$ cat config.mk
export PLATFORM = sky130hd
export DESIGN_NAME = div_sequencer
export DESIGN_NICKNAME = d
export VERILOG_FILES = /design/src/rtl/div_sequencer.sv
export SDC_FILE = /design/constraint.sdc
export NUM_CORES = 1
export LEC_CHECK = 0
export ABC_AREA = 1
export BUFFER_PORTS_ARGS = -buffer_cell sky130_fd_sc_hd__buf_2
export CAP_MARGIN = 20
export CELL_PAD_IN_SITES_DETAIL_PLACEMENT = 1
export CELL_PAD_IN_SITES_GLOBAL_PLACEMENT = 2
export CORE_MARGIN = 1
export CORE_UTILIZATION = 32
export DETAILED_ROUTE_END_ITERATION = 10
export GPL_TIMING_DRIVEN = 0
export HOLD_SLACK_MARGIN = 0.06
export PLACE_DENSITY_LB_ADDON = 0.1
export SKIP_LAST_GASP = 1
export SYNTH_ARGS = -nofsm -noshare
export SYNTH_HDL_FRONTEND = slang
export SYNTH_SLANG_ARGS = --single-unit
$ cat constraint.sdc
create_clock -name clk -period 5.2 [get_ports clk]
set_clock_uncertainty 0.2 [all_clocks]
set_input_delay 0.26 -clock clk [delete_from_list [all_inputs] [get_ports clk]]
set_output_delay 0.26 -clock clk [all_outputs]
set_load 0.02 [all_outputs]
$ cat src/rtl/div_sequencer.sv
// Multi-cycle restoring divider for DIV/DIVU: one quotient bit per cycle, MSB first.
// It holds the pipeline through stall and pulses ready when hi (remainder) and lo (quotient) are valid.
module div_sequencer #(
  parameter int WIDTH = 32
) (
  input  logic             clk,
  input  logic             rst,
  input  logic             start,
  input  logic             signed_div,
  input  logic [WIDTH-1:0] opa,
  input  logic [WIDTH-1:0] opb,
  input  logic             annul,
  output logic             stall,
  output logic             ready,
  output logic [WIDTH-1:0] hi,
  output logic [WIDTH-1:0] lo
);

  localparam int CW = $clog2(WIDTH);

  typedef enum logic [1:0] {S_IDLE, S_RUN, S_DZERO, S_DONE} state_t;

  state_t           r_state;
  state_t           w_next;
  logic [CW-1:0]    r_cnt;
  logic [WIDTH-1:0] r_dvd;
  logic [WIDTH-1:0] r_dvs;
  logic [WIDTH-1:0] r_rem;
  logic             r_qneg;
  logic             r_rneg;

  logic             w_go;
  logic             w_last;
  logic             w_a_neg;
  logic             w_b_neg;
  logic [WIDTH-1:0] w_a_mag;
  logic [WIDTH-1:0] w_b_mag;
  logic [WIDTH:0]   w_shift;
  logic [WIDTH:0]   w_diff;
  logic             w_qbit;
  logic [WIDTH-1:0] w_rem_next;
  logic [WIDTH-1:0] w_quo_next;

  assign w_go    = start & ~annul;
  assign w_last  = (r_cnt == CW'(WIDTH - 1));
  assign w_a_neg = signed_div & opa[WIDTH-1];
  assign w_b_neg = signed_div & opb[WIDTH-1];
  assign w_a_mag = w_a_neg ? -opa : opa;
  assign w_b_mag = w_b_neg ? -opb : opb;

  // Dividend shifts out of r_dvd into the partial remainder while quotient bits shift in.
  assign w_shift    = {r_rem, r_dvd[WIDTH-1]};
  assign w_diff     = w_shift - {1'b0, r_dvs};
  assign w_qbit     = ~w_diff[WIDTH];
  assign w_rem_next = w_qbit ? w_diff[WIDTH-1:0] : w_shift[WIDTH-1:0];
  assign w_quo_next = {r_dvd[WIDTH-2:0], w_qbit};

  always_ff @(posedge clk) begin
    if (rst) r_state <= S_IDLE;
    else     r_state <= w_next;
  end

  always_comb begin
    w_next = r_state;
    case (r_state)
      S_IDLE:  if (w_go) w_next = (opb == '0) ? S_DZERO : S_RUN;
      S_RUN:   if (annul) w_next = S_IDLE;
               else if (w_last) w_next = S_DONE;
      S_DZERO: w_next = annul ? S_IDLE : S_DONE;
      S_DONE:  w_next = S_IDLE;
      default: w_next = S_IDLE;
    endcase
  end

  always_comb begin
    stall = start & ~annul & (r_state != S_DONE);
    ready = (r_state == S_DONE);
  end

  always_ff @(posedge clk) begin
    if (rst) begin
      r_cnt  <= '0;
      r_dvd  <= '0;
      r_dvs  <= '0;
      r_rem  <= '0;
      r_qneg <= 1'b0;
      r_rneg <= 1'b0;
      hi     <= '0;
      lo     <= '0;
    end else begin
      case (r_state)
        S_IDLE: begin
          if (w_go && opb != '0) begin
            r_dvd  <= w_a_mag;
            r_dvs  <= w_b_mag;
            r_rem  <= '0;
            r_cnt  <= '0;
            r_qneg <= w_a_neg ^ w_b_neg;
            r_rneg <= w_a_neg;
          end
        end
        S_RUN: begin
          r_dvd <= w_quo_next;
          r_rem <= w_rem_next;
          r_cnt <= r_cnt + 1'b1;
          if (w_last && !annul) begin
            lo <= r_qneg ? -w_quo_next : w_quo_next;
            hi <= r_rneg ? -w_rem_next : w_rem_next;
          end
        end
        S_DZERO: begin
          if (!annul) begin
            hi <= '0;
            lo <= '0;
          end
        end
        default: ;
      endcase
    end
  end

endmodule

After elaboration in Yosys (flattened, before gate mapping) --
Index checks and enable logic that the tools add are counted.
Word-level totals: flip-flop bits (word level) 169
Operators by class: add/sub/neg operators 6, equal/unequal tests 10, muxes and demuxes 22, bitwise operators 7, reductions and logical operators 12
Operator list (number):
- $mux W32 | 10
- $pmux W32 S2 | 4
- $neg A32 Y32 | 4
- $sub A33 B32 Y33 | 1
- $logic_not A32 Y1 | 1
- $reduce_bool A32 Y1 | 1
- $mux W2 | 5
- $ne A2 B2 Y1 const B | 5
- $pmux W5 S2 | 1
- $pmux W2 S4 | 1
- $reduce_and A2 Y1 | 3
- $add A5 B1 Y5 const B | 1
- $eq A5 B5 Y1 const B | 1
- $mux W5 | 1
- $and A1 B1 Y1 | 4
- $eq A2 B2 Y1 const B | 2
- $reduce_bool A2 Y1 | 2
- $ne A3 B3 Y1 const B | 1
- $reduce_and A3 Y1 | 1
- $eq A2 B1 Y1 const B | 1
- $logic_and A1 B1 Y1 | 2
- $logic_not A2 Y1 | 1
- $not A1 Y1 | 2
- $logic_not A1 Y1 | 1
- $xor A1 B1 Y1 | 1

Depth between registers and ports, before layout --
Gate-level depths: netlist of the first run.
depth in word-level cells 6, gate-level depth with buffers 34, mapped depth without buffers 31

Worst setup path before layout of the first run --
OpenSTA, ideal clock, no wires.
kind flip-flop to flip-flop, start register r_dvd[31], end register lo[30], arrival 4001 ps, data required time 4868 ps, path slack 867 ps, cell stages (with the launch flop) 32, buffers on the path 3, cells stage by stage dfxtp_1 inv_1 ha_1 inv_1 fa_1 nand2_1 nand2_1 nand3_2 nand2_4 nand2_4 nand2_4 nand2_4 nand3_2 nand2_4 buf_6 buf_4 buf_2 ha_1 inv_1 nor3_1 nand2_1 nor3_2 nand3_1 nor3_1 nand2_1 nor2_1 inv_1 o21ai_1 o21ai_0 nor3_1 nand3b_1 a21oi_1
Between the ends: longest elaborated chain between the ends 6
RTL lines:
- start: declaration | line 26 | logic [WIDTH-1:0] r_dvd;
- start signal: assignment | line 94 | r_dvd <= w_a_mag;
- start signal: assignment | line 103 | r_dvd <= w_quo_next;
- $sub A33 B32 Y33 | line 53 | assign w_diff = w_shift - {1'b0, r_dvs};
- $not A1 Y1 | line 54 | assign w_qbit = ~w_diff[WIDTH];
- $neg A32 Y32 | line 107 | lo <= r_qneg ? -w_quo_next : w_quo_next;
- $mux W32 | line 107
- $mux W32 | line 106 | if (w_last && !annul) begin
- $pmux W32 S2 | line 91 | case (r_state)
- end signal: assignment | line 107
- end: declaration | line 16 | output logic [WIDTH-1:0] lo
Every way passes these cells. The select of a mux whose other input is x is not followed. A chain may end at the register's enable or synchronous reset.

Worst setup path after layout of the first run --
Same ends and word-level chain as after synthesis.

==> results of run 1 <==
==> cells in the mapped netlist, types with 6 or more instances <==
master    count
buf_2         6
o21ai_0      93
inv_1       250
o21bai_1      7
buf_6         7
o31ai_1       6
nand2_1     708
nand3_1     146
inv_2        12
nor4_1        6
nor3_1       28
nand3b_1     11
nand4_1      27
nand3_2       6
a31oi_1      18
xnor2_1      25
dfxtp_1     169
ha_1         42
nand2_2      18
or2_2        10
nor2_1      181
clkbuf_1     63
o21ai_1      10
a21oi_1     190
o211ai_1     13
xor2_1       41
nor2_2       11
nand2_4       8
==> flip-flops by register name (all words and copies together), names as in the netlist <==
name / count
hi: 32
lo: 32
r_cnt: 5
r_dvd: 32
r_dvs: 32
r_qneg: 1
r_rem: 32
r_rneg: 1
r_state: 2
==> metrics by stage <==
stage | hold slack (ns) | cell area, um^2 | std cells | setup WS [ns] | total power, W
final | 0.0771 | 15200 | 2893 | 0.484 | 0.00637
after global routing | 0.0949 | 15200 | 2893 | -0.0524 | 0.00689
after CTS | 0.0604 | 15200 | 2892 | 0.146 | 0.00637
after detailed placement | 0.257 | 14200 | 2817 | -0.406 | 0.00510
after global placement | 0.251 | 14200 | 2817 | -0.326 | 0.00505
after floorplan | 0.214 | 12900 | 2159 | 0.867 | 0.00398
==> cell families (layout without fill, tap and decap cells) <==
| group | count (synthesis) | in the layout | synth area share |
|---|---|---|---|
| AO/OA/AOI/OAI | 358 | 358 | 0.152 |
| XOR/XNOR | 66 | 66 | 0.0449 |
| adder cells (fa/ha/maj) | 43 | 43 | 0.0424 |
| buffers and inverters | 349 | 558 | 0.109 |
| flip-flops | 169 | 169 | 0.263 |
| AND/OR/NAND/NOR | 1174 | 1174 | 0.389 |
==> how the worst min path moves through the flow <==
stage | endpoint | startpoint | slack, ns | cells past startpoint
after floorplan | r_dvs[0] | opb[0] | 0.21 | 2
after global placement | hi[6] | hi[6] | 0.25 | 2
after global routing | r_dvd[23] | opa[23] | 0.09 | 4
after CTS | r_dvd[15] | opa[15] | 0.06 | 4
final | r_dvd[5] | opa[5] | 0.08 | 4
after detailed placement | lo[26] | lo[26] | 0.26 | 2
==> critical path: cells and delay by family (launching register included) <==
family	cells	cell delay (ns)
simple gates	17	2.21
fa+ha+maj	3	0.69
compound gates	4	0.65
buf+inv	5	0.47
flops	1	0.39
==> what timing repair did <==
action	in CTS	in global routing
gates resized for setup	3	8
gates cloned	0	0
hold buffers	46	0
pin swaps	0	1
setup endpoints to repair	5	5
endpoints found under the hold margin	46	0
setup buffers	0	1
==> area by class of cell <==
type	instances	area share
multi-input combinational	1641	0.533
sequential	169	0.223
timing repair buffer	180	0.0745
inverter	266	0.0656
tap	525	0.0432
clock buffer	18	0.0289
buffer	81	0.0260
clock inverter	13	0.00642
==> metal layers <==
metal,wire length (um),up-vias,global-route usage,part of all wire
li1,-,7295,-,-
met1,24800,6808,0.337,0.46
met2,26400,197,0.475,0.49
met3,1330,53,0.0297,0.025
met4,1140,0,0.0693,0.021
met5,0,-,0,0
==> power by group through the flow <==
stage          clock network [W]  registers (W)  logic (W)
2_1_floorplan                  0        0.00162    0.00236
3_3_place_gp                   0        0.00164    0.00341
3_5_place_dp                   0        0.00165    0.00345
4_1_cts                  0.00125        0.00162    0.00349
5_1_grt                  0.00130        0.00165    0.00394
6_report                 0.00123        0.00162    0.00351
==> metrics, run 1 <==
final wirelength 53600 um; area share of the largest cell type after synthesis 0.263; n_diodes 0; Setup-failing EPs final 0; Worst slew margin 0.454; CTS Buffer Depth 2; multi-input logic area 0.00811 mm^2; Layout area overhead 18.3%; Setup crit end kind flop; Clock Tree Root clkbuf_16; CTS tree done; Fin. Hold Viols 0; die footprint 0.0410 mm^2; ys async rst share 0; GRT Overall Usage 0.266; hpwl dp around 44000 um; Synth cell types roughly 50; Max Fclk 212 MHz; HP Class input pin to flop; Worst R2R Setup Slack 0.48 ns; CTS clk-pin slew, worst paths 0.07 ns; final-layout fill cell count 5400; CTS sink count 169; Storage cell area between 0.003 and 0.004 mm^2; Top cell by count, worst path nand2_4; EDFF count, synth 0; leading area contributor after synthesis dfxtp_1; cell row count 73; H-tree Lvls 4; yosys warns 0; flop and latch count out of synthesis around 170; GPL Wtd Cong 0.926; layout cells sized above 1 0.112; Slew Limit Fails 0; CP Class flop to flop; VDD IR max 220 uV; most common cell after layout, fill and taps aside nand2_1; Synth Area per Inst 5.96 um^2; # port buffers 133; Die H about 200 um; via count 14400; Seq pwr share 0.255; crit-path max FO 28; Logic pwr share 0.552; CP Launch Type flop; Core ar. 0.0397 mm^2; Top FF cell, synth dfxtp_1; reg-to-reg endpoint lo[30]; Seq/Total Area, Yosys 0.263; run status completed; drt drc 0; FF-to-FF path depth 29; Pint 0.00312 W; vias in the first global route 14700; Clock Power Share 0.193; CTS Buf Count 17; via/cell ratio 4.96; number of detailed-route iterations in the first pass 5; gr ovfl total 0; Worst-Skew Late Latency roughly 0.46 ns; I/O pin count 135; drt first-iter violations roughly 780; CP max-delay cell dfxtp_2; Tmin final between 4 and 5 ns; Sw Share 0.509; post-layout util 0.383; most frequent cells in the layout 708 x nand2_1, 250 x inv_1, 189 x a21oi_1; Critical Path Sink lo[30]; syn nets 2271; top post-synthesis cells by area dfxtp_1 26%, nand2_1 21%, a21oi_1 7.4%; Switching Power 0.00324 W; CP arrival between 4 and 5 ns; # nets final 2468; Antenna Nets Post-Route 0; mapped cell area 0.0129 mm^2; Worst R2R Start r_dvd[31]; setup tns final 0 ns; first-pass GRT wire length 83800 um; Max-Cap Viols 0; fin crit share 0.907; cell count after synthesis ~2200; largest net degree at the start of global routing 29; Die Width 202 um; worst slew pin tran 0.820 ns; WL/cell 18.5 um; CP peak stage delay slightly below 0.4 ns; CP Launch Point r_dvd[31]; WP data required 5.39 ns; Initial Util 0.324; Leak 7.35 nW; initial antenna violation count 0; power density over the cells 418 mW/mm^2
(Power assumes the default switching activity.)
==> run 2, diff against run 1 <==
--- a/config.mk
+++ b/config.mk
@@ -5,13 +5,12 @@
 export SDC_FILE = /design/constraint.sdc
 export NUM_CORES = 1
 export LEC_CHECK = 0
-export ABC_AREA = 1
 export BUFFER_PORTS_ARGS = -buffer_cell sky130_fd_sc_hd__buf_2
 export CAP_MARGIN = 20
 export CELL_PAD_IN_SITES_DETAIL_PLACEMENT = 1
 export CELL_PAD_IN_SITES_GLOBAL_PLACEMENT = 2
 export CORE_MARGIN = 1
-export CORE_UTILIZATION = 32
+export CORE_UTILIZATION = 35
 export DETAILED_ROUTE_END_ITERATION = 10
 export GPL_TIMING_DRIVEN = 0
 export HOLD_SLACK_MARGIN = 0.06
==> run 2 against run 1 <==
Against the previous run:
- wire length is 14% lower
- die area is 18% lower
- worst setup slack worse by 0.26 ns
- non-clock buffer count is 23 higher
- final cell count is 24% lower
- sequential power hardly changed
- first-iteration DRC count is 8.6% higher
- synthesized cell count is 29% lower
- clock power is 9.8% higher
- power is 4.2% lower
- sequential share of layout area is 2.0 points higher
- critical path type unchanged
- critical endpoint is now hi[30]
- highest routed layer unchanged
==> metrics, run 2 <==
Tmin final approximately 5 ns; CP Launch Type flop; vias in the first global route 12000; leading area contributor after synthesis dfxtp_1; fin crit share 0.958; commonest cells in the netlist 207 x nand2_1, 169 x dfxtp_1, 161 x nor2_1; CTS clk-pin slew, worst paths 0.07 ns; initial antenna violation count 0; Max Fclk 201 MHz; CP arrival around 5.1 ns; top post-synthesis cells by area dfxtp_1 29%, nand2_1 6.7%, xnor2_1 5.6%; first-pass GRT wire length 71200 um; Fin. Hold Viols 0; Setup crit end kind flop; most common cell after layout, fill and taps aside nand2_1; H-tree Lvls 4; area share of the largest cell type after synthesis 0.293; GPL Wtd Cong 0.905; CP Class flop to flop; EDFF count, synth 0; cell count after synthesis 1531; Layout area overhead 21.3%; run status completed; CTS Buffer Depth 2; WP data required approximately 5.3 ns; Antenna Nets Post-Route 0; I/O pin count 135; Crit path max-delay family compound AO/OA/AOI/OAI gates; yosys warns 0; Initial Util 0.355; cell row count 66; final wirelength approximately 46000 um; # port buffers 133; most frequent cells in the layout 206 x nand2_1, 166 x dfxtp_1, 161 x nor2_1; Worst-Skew Late Latency 0.44 ns; VDD IR max between 200 and 250 uV; ys async rst share 0; CP Cell Sequence ha_1, clkbuf_1, a21oi_1, o21ai_0, a211oi_2, and4bb_2, o21a_4, nor2_4, buf_8, mux2i_4, ha_4, nor3b_2, nand4b_1, o41ai_4, nand4_1, o31ai_2, xor2_1, o21ai_1; drt first-iter violations 848; WHS 0.0843 ns; HP Class input pin to flop; Die Width 184 um; Max-Cap Viols 0; die footprint 0.0337 mm^2; crit-path max FO 11; number of detailed-route iterations in the first pass 5; via/cell ratio 5.53; worst slew pin tran just under 1 ns; hpwl dp about 37000 um; layout cells sized above 1 0.155; Seq/Total Area, Yosys 0.293; Synth cell types 91; Worst slew margin 0.342; CTS sink count 169; power consumption 0.00610 W; CTS tree done; flop and latch count out of synthesis approximately 170; CP peak stage delay 0.50 ns; mapped cell area 0.0116 mm^2; Die H 184 um; CTS Buf Count 17; post-layout util 0.431; gr ovfl total 0; syn nets 1643; largest net degree at the start of global routing 17; CP bufs+invs 2; GRT Overall Usage 0.277; Synth Area per Inst 7.55 um^2; count leader, synth nand2_1; Slew Limit Fails 0; Top FF cell, synth dfxtp_1; Core ar. around 0.033 mm^2; power density over the cells 435 mW/mm^2; Setup-failing EPs final 0; setup tns final 0 ns; Leak approximately 5.4 nW; # nets final 1848; WL/cell 20.9 um; CP max-delay cell dfxtp_1; n_diodes 0; via count 12100; drt drc 0; Clock Tree Root clkbuf_16
run 2: cell types whose count changed after synthesis, sizes merged, moves of 40 or more:
cell	delta
a21oi	-73
nand2	-527
xnor2	+49
inv	-203
nand3	-119
a22oi	+40
run 2: repair_timing:
item,CTS,global route
buffers inserted,19,4
gates resized for setup,41,8
endpoints found under the setup margin,27,14
hold buffers,32,0
pin swaps,12,12
endpoints found under the hold margin,32,0
run 2: worst paths after layout:
path	start	endpoint	slack, ns	depth (start not counted)
max	r_rem[10]	hi[30]	0.22	18
min	opb[4]	r_dvs[4]	0.08	4
max reg2reg	r_rem[10]	hi[30]	0.22	18
min reg2reg	lo[31]	lo[31]	0.25	2
run 2: through the flow:
stage | cells | instance area [um^2] | setup WS (ns)
6_report | 2189 | 14000 | 0.220
3_5_place_dp | 2106 | 12800 | -1.29
3_3_place_gp | 2106 | 12800 | -1.27
5_1_grt | 2189 | 14000 | -0.00953
2_1_floorplan | 1531 | 11600 | 0.356
4_1_cts | 2187 | 14000 | 0.00946
run 2: kinds of logic (layout without fill, tap and decap cells):
group | after synthesis | in the layout | synth area share
AO/OA/AOI/OAI | 435 | 435 | 0.249
XOR/XNOR | 139 | 139 | 0.105
adder cells (fa/ha/maj) | 43 | 43 | 0.0472
buffers and inverters | 157 | 373 | 0.0544
flip-flops | 169 | 169 | 0.293
multiplexers | 31 | 31 | 0.0278
AND/OR/NAND/NOR | 557 | 557 | 0.224
run 2: worst register-to-register path, delay by kind of cell (launching register included):
family / cells / cell delay (ns)
mux: 1 / 0.33
simple gates: 5 / 1.11
xor+xnor: 1 / 0.18
buf+inv: 2 / 0.42
flops: 1 / 0.50
compound gates: 7 / 1.63
fa+ha+maj: 2 / 0.49
run 2: final cells by class:
cell class	count	area (um^2)
Inverter	59	229
Fill cell	4167	18500
Buffer	96	437
Timing Repair Buffer	188	1160
Clock inverter	12	168
Sequential cell	169	3390
Tap cell	442	553
Multi-Input combinational cell	1205	7650
Clock buffer	18	429
run 2: per-layer routing:
metal / vias to the layer above / track usage / part of all wire
li1: 5854 / - / -
met1: 5926 / 0.414 / 0.52
met2: 286 / 0.415 / 0.42
met3: 38 / 0.0339 / 0.042
met4: 0 / 0.0687 / 0.019
met5: - / 0 / 0
run 2: power breakdown:
part | total (W) | internal [W] | switching [W] | leakage [nW]
Combinational | 0.00313 | 0.00108 | 0.00206 | 3.76
Clock | 0.00135 | 0.000762 | 0.000587 | 0.287
Sequential | 0.00162 | 0.00144 | 0.000181 | 1.37
Total | 0.00610 | 0.00328 | 0.00282 | 5.42
==> run 3, diff against run 2 <==
--- a/config.mk
+++ b/config.mk
@@ -5,9 +5,10 @@
 export SDC_FILE = /design/constraint.sdc
 export NUM_CORES = 1
 export LEC_CHECK = 0
+export ABC_CLOCK_PERIOD_IN_PS = 5200
 export BUFFER_PORTS_ARGS = -buffer_cell sky130_fd_sc_hd__buf_2
 export CAP_MARGIN = 20
-export CELL_PAD_IN_SITES_DETAIL_PLACEMENT = 1
+export CELL_PAD_IN_SITES_DETAIL_PLACEMENT = 2
 export CELL_PAD_IN_SITES_GLOBAL_PLACEMENT = 2
 export CORE_MARGIN = 1
 export CORE_UTILIZATION = 35
@@ -15,6 +16,7 @@
 export GPL_TIMING_DRIVEN = 0
 export HOLD_SLACK_MARGIN = 0.06
 export PLACE_DENSITY_LB_ADDON = 0.1
+export SKIP_CTS_REPAIR_TIMING = 1
 export SKIP_LAST_GASP = 1
 export SYNTH_ARGS = -nofsm -noshare
 export SYNTH_HDL_FRONTEND = slang
==> run 3 against run 2 <==
Against the previous run:
- the flow now finishes with violations (negative setup slack)
- global-route usage grew 1.9 points
- first-iteration DRC count up 3.2%
- critical path depth increased by 3
- worst setup slack lost 0.64 ns
- sequential cell count did not move
- maximum frequency fell by 11%
- clock-buffer cell count up 2
- wire length grew 13%
- final cell count about the same
- die area stayed put
- combinational power rose by 5%
- sequential share of layout area about the same
- critical path type unchanged
- critical endpoint is now hi[28]
- highest routed layer unchanged
==> metrics, run 3 (same netlist as run 2, synthesis figures left out) <==
run status finished with violations; violated checks negative setup slack; final-layout fill cell count approximately 3900; I/O pin count around 140; # nets final 1845; most common cell after layout, fill and taps aside nand2_1; Worst R2R Start r_dvd[31]; CP peak stage delay 0.50 ns; power density over the cells 443 mW/mm^2; Tmin final between 5 and 6 ns; n_diodes 0; hpwl dp 39500 um; CTS Buffer Depth 2; layout cells sized above 1 0.167; WP data required 5.31 ns; final setup margin -0.418 ns; CTS sink count 169; Post-DP Area 0.0128 mm^2; Setup-failing EPs final 9; initial antenna violation count 0; post-layout util 0.430; most frequent cells in the layout 206 x nand2_1, 166 x dfxtp_1, 160 x nor2_1; power consumption 0.00619 W; vias in the first global route 12600; CTS Buf Count 17; cell row count 66; Antenna Nets Post-Route 0; Clock Tree Root clkbuf_16; WL/cell ~24 um; GRT Overall Usage 0.296; GPL Wtd Cong 0.905; Core ar. ~0.033 mm^2; Worst-Skew Late Latency 0.45 ns; Die Width 184 um; HP Class input pin to flop; Placed Cells 2106; gr ovfl total 0; CP max-delay cell o41ai_4; via count 12600; fin crit share 1.08; CP Launch Point r_dvd[31]; RSZ-0062 raised after global routing yes; setup tns final -2.15 ns; CP bufs+invs 4; drt first-iter violations 875; CP Class flop to flop; Leak 5.41 nW; final wirelength 51700 um; largest net degree at the start of global routing 17; Initial Util 0.355; drt drc 0; Slew Limit Fails 0; Worst slew margin 0.286; # port buffers 133; first-pass GRT wire length 75600 um; CTS tree done; Worst R2R Setup Slack -0.42 ns; Fin. Hold Viols 0; design area 0.0140 mm^2; Max Fclk about 180 MHz; CTS clk-pin slew, worst paths 0.07 ns; H-tree Lvls 4; Layout area overhead 21.1%; Die H 184 um; Hold Startpoint opb[2]; worst slew pin tran 1.07 ns; CP Cell Sequence clkinv_4, ha_4, inv_2, fa_2, a211oi_4, o211ai_2, a211oi_2, and4bb_2, o21a_4, nor2_4, buf_8, buf_12, mux2i_4, ha_4, nor3b_2, nand4b_1, o41ai_4, and4bb_2, a31oi_1, xor2_1, o21ai_1; die footprint 0.0337 mm^2; CP arrival between 5 and 6 ns; via/cell ratio 5.76; Setup crit end kind flop; Crit path max-delay family compound AO/OA/AOI/OAI gates; non-filler cells, final 2188; number of detailed-route iterations in the first pass 7; crit-path max FO 5; CP Launch Type flop; VDD IR max 244 uV; Max-Cap Viols 0
==> run 3: power by group <==
part	total (W)	internal, W	switching [W]
Clock	0.00127	0.000653	0.000618
Sequential	0.00163	0.00144	0.000187
Combinational	0.00330	0.00111	0.00219
==> run 3: final cells by class <==
type	count	area (um^2)	area share
Timing Repair Buffer	184	1090	0.0782
Sequential cell	169	3390	0.243
Tap cell	442	553	0.0395
Buffer	97	473	0.0338
Clock buffer	20	457	0.0327
Multi-Input combinational cell	1205	7680	0.549
Inverter	59	229	0.0164
Clock inverter	12	106	0.00760
==> run 3: path summary, 6_finish.rpt <==
path | end | depth (start not counted)
setup / recovery | hi[28] | 21
hold / removal | r_dvs[2] | 4
setup reg to reg | hi[28] | 21
hold reg to reg | hi[14] | 2
==> run 3: worst min-delay path: cells and delay by family <==
family / cells / cell delay (ns)
buf+inv: 1 / 0.13
simple gates: 1 / 0.09
xor+xnor: 1 / 0.07
compound gates: 1 / 0.06
==> run 3: stage by stage <==
step	worst slack [ns]	hold slack [ns]
after floorplan	0.356	0.196
after global placement	-1.27	0.233
after detailed placement	-1.36	0.243
after CTS	-1.44	-0.0876
after global routing	-0.521	0.0599
final	-0.418	0.0179
==> run 3: routing by layer <==
| layer | track usage | up-vias | share of wire |
|---|---|---|---|
| met5 | 0 | - | 0 |
| met2 | 0.467 | 376 | 0.45 |
| li1 | - | 5848 | - |
| met4 | 0.0650 | 0 | 0.015 |
| met3 | 0.0301 | 50 | 0.046 |
| met1 | 0.430 | 6337 | 0.48 |
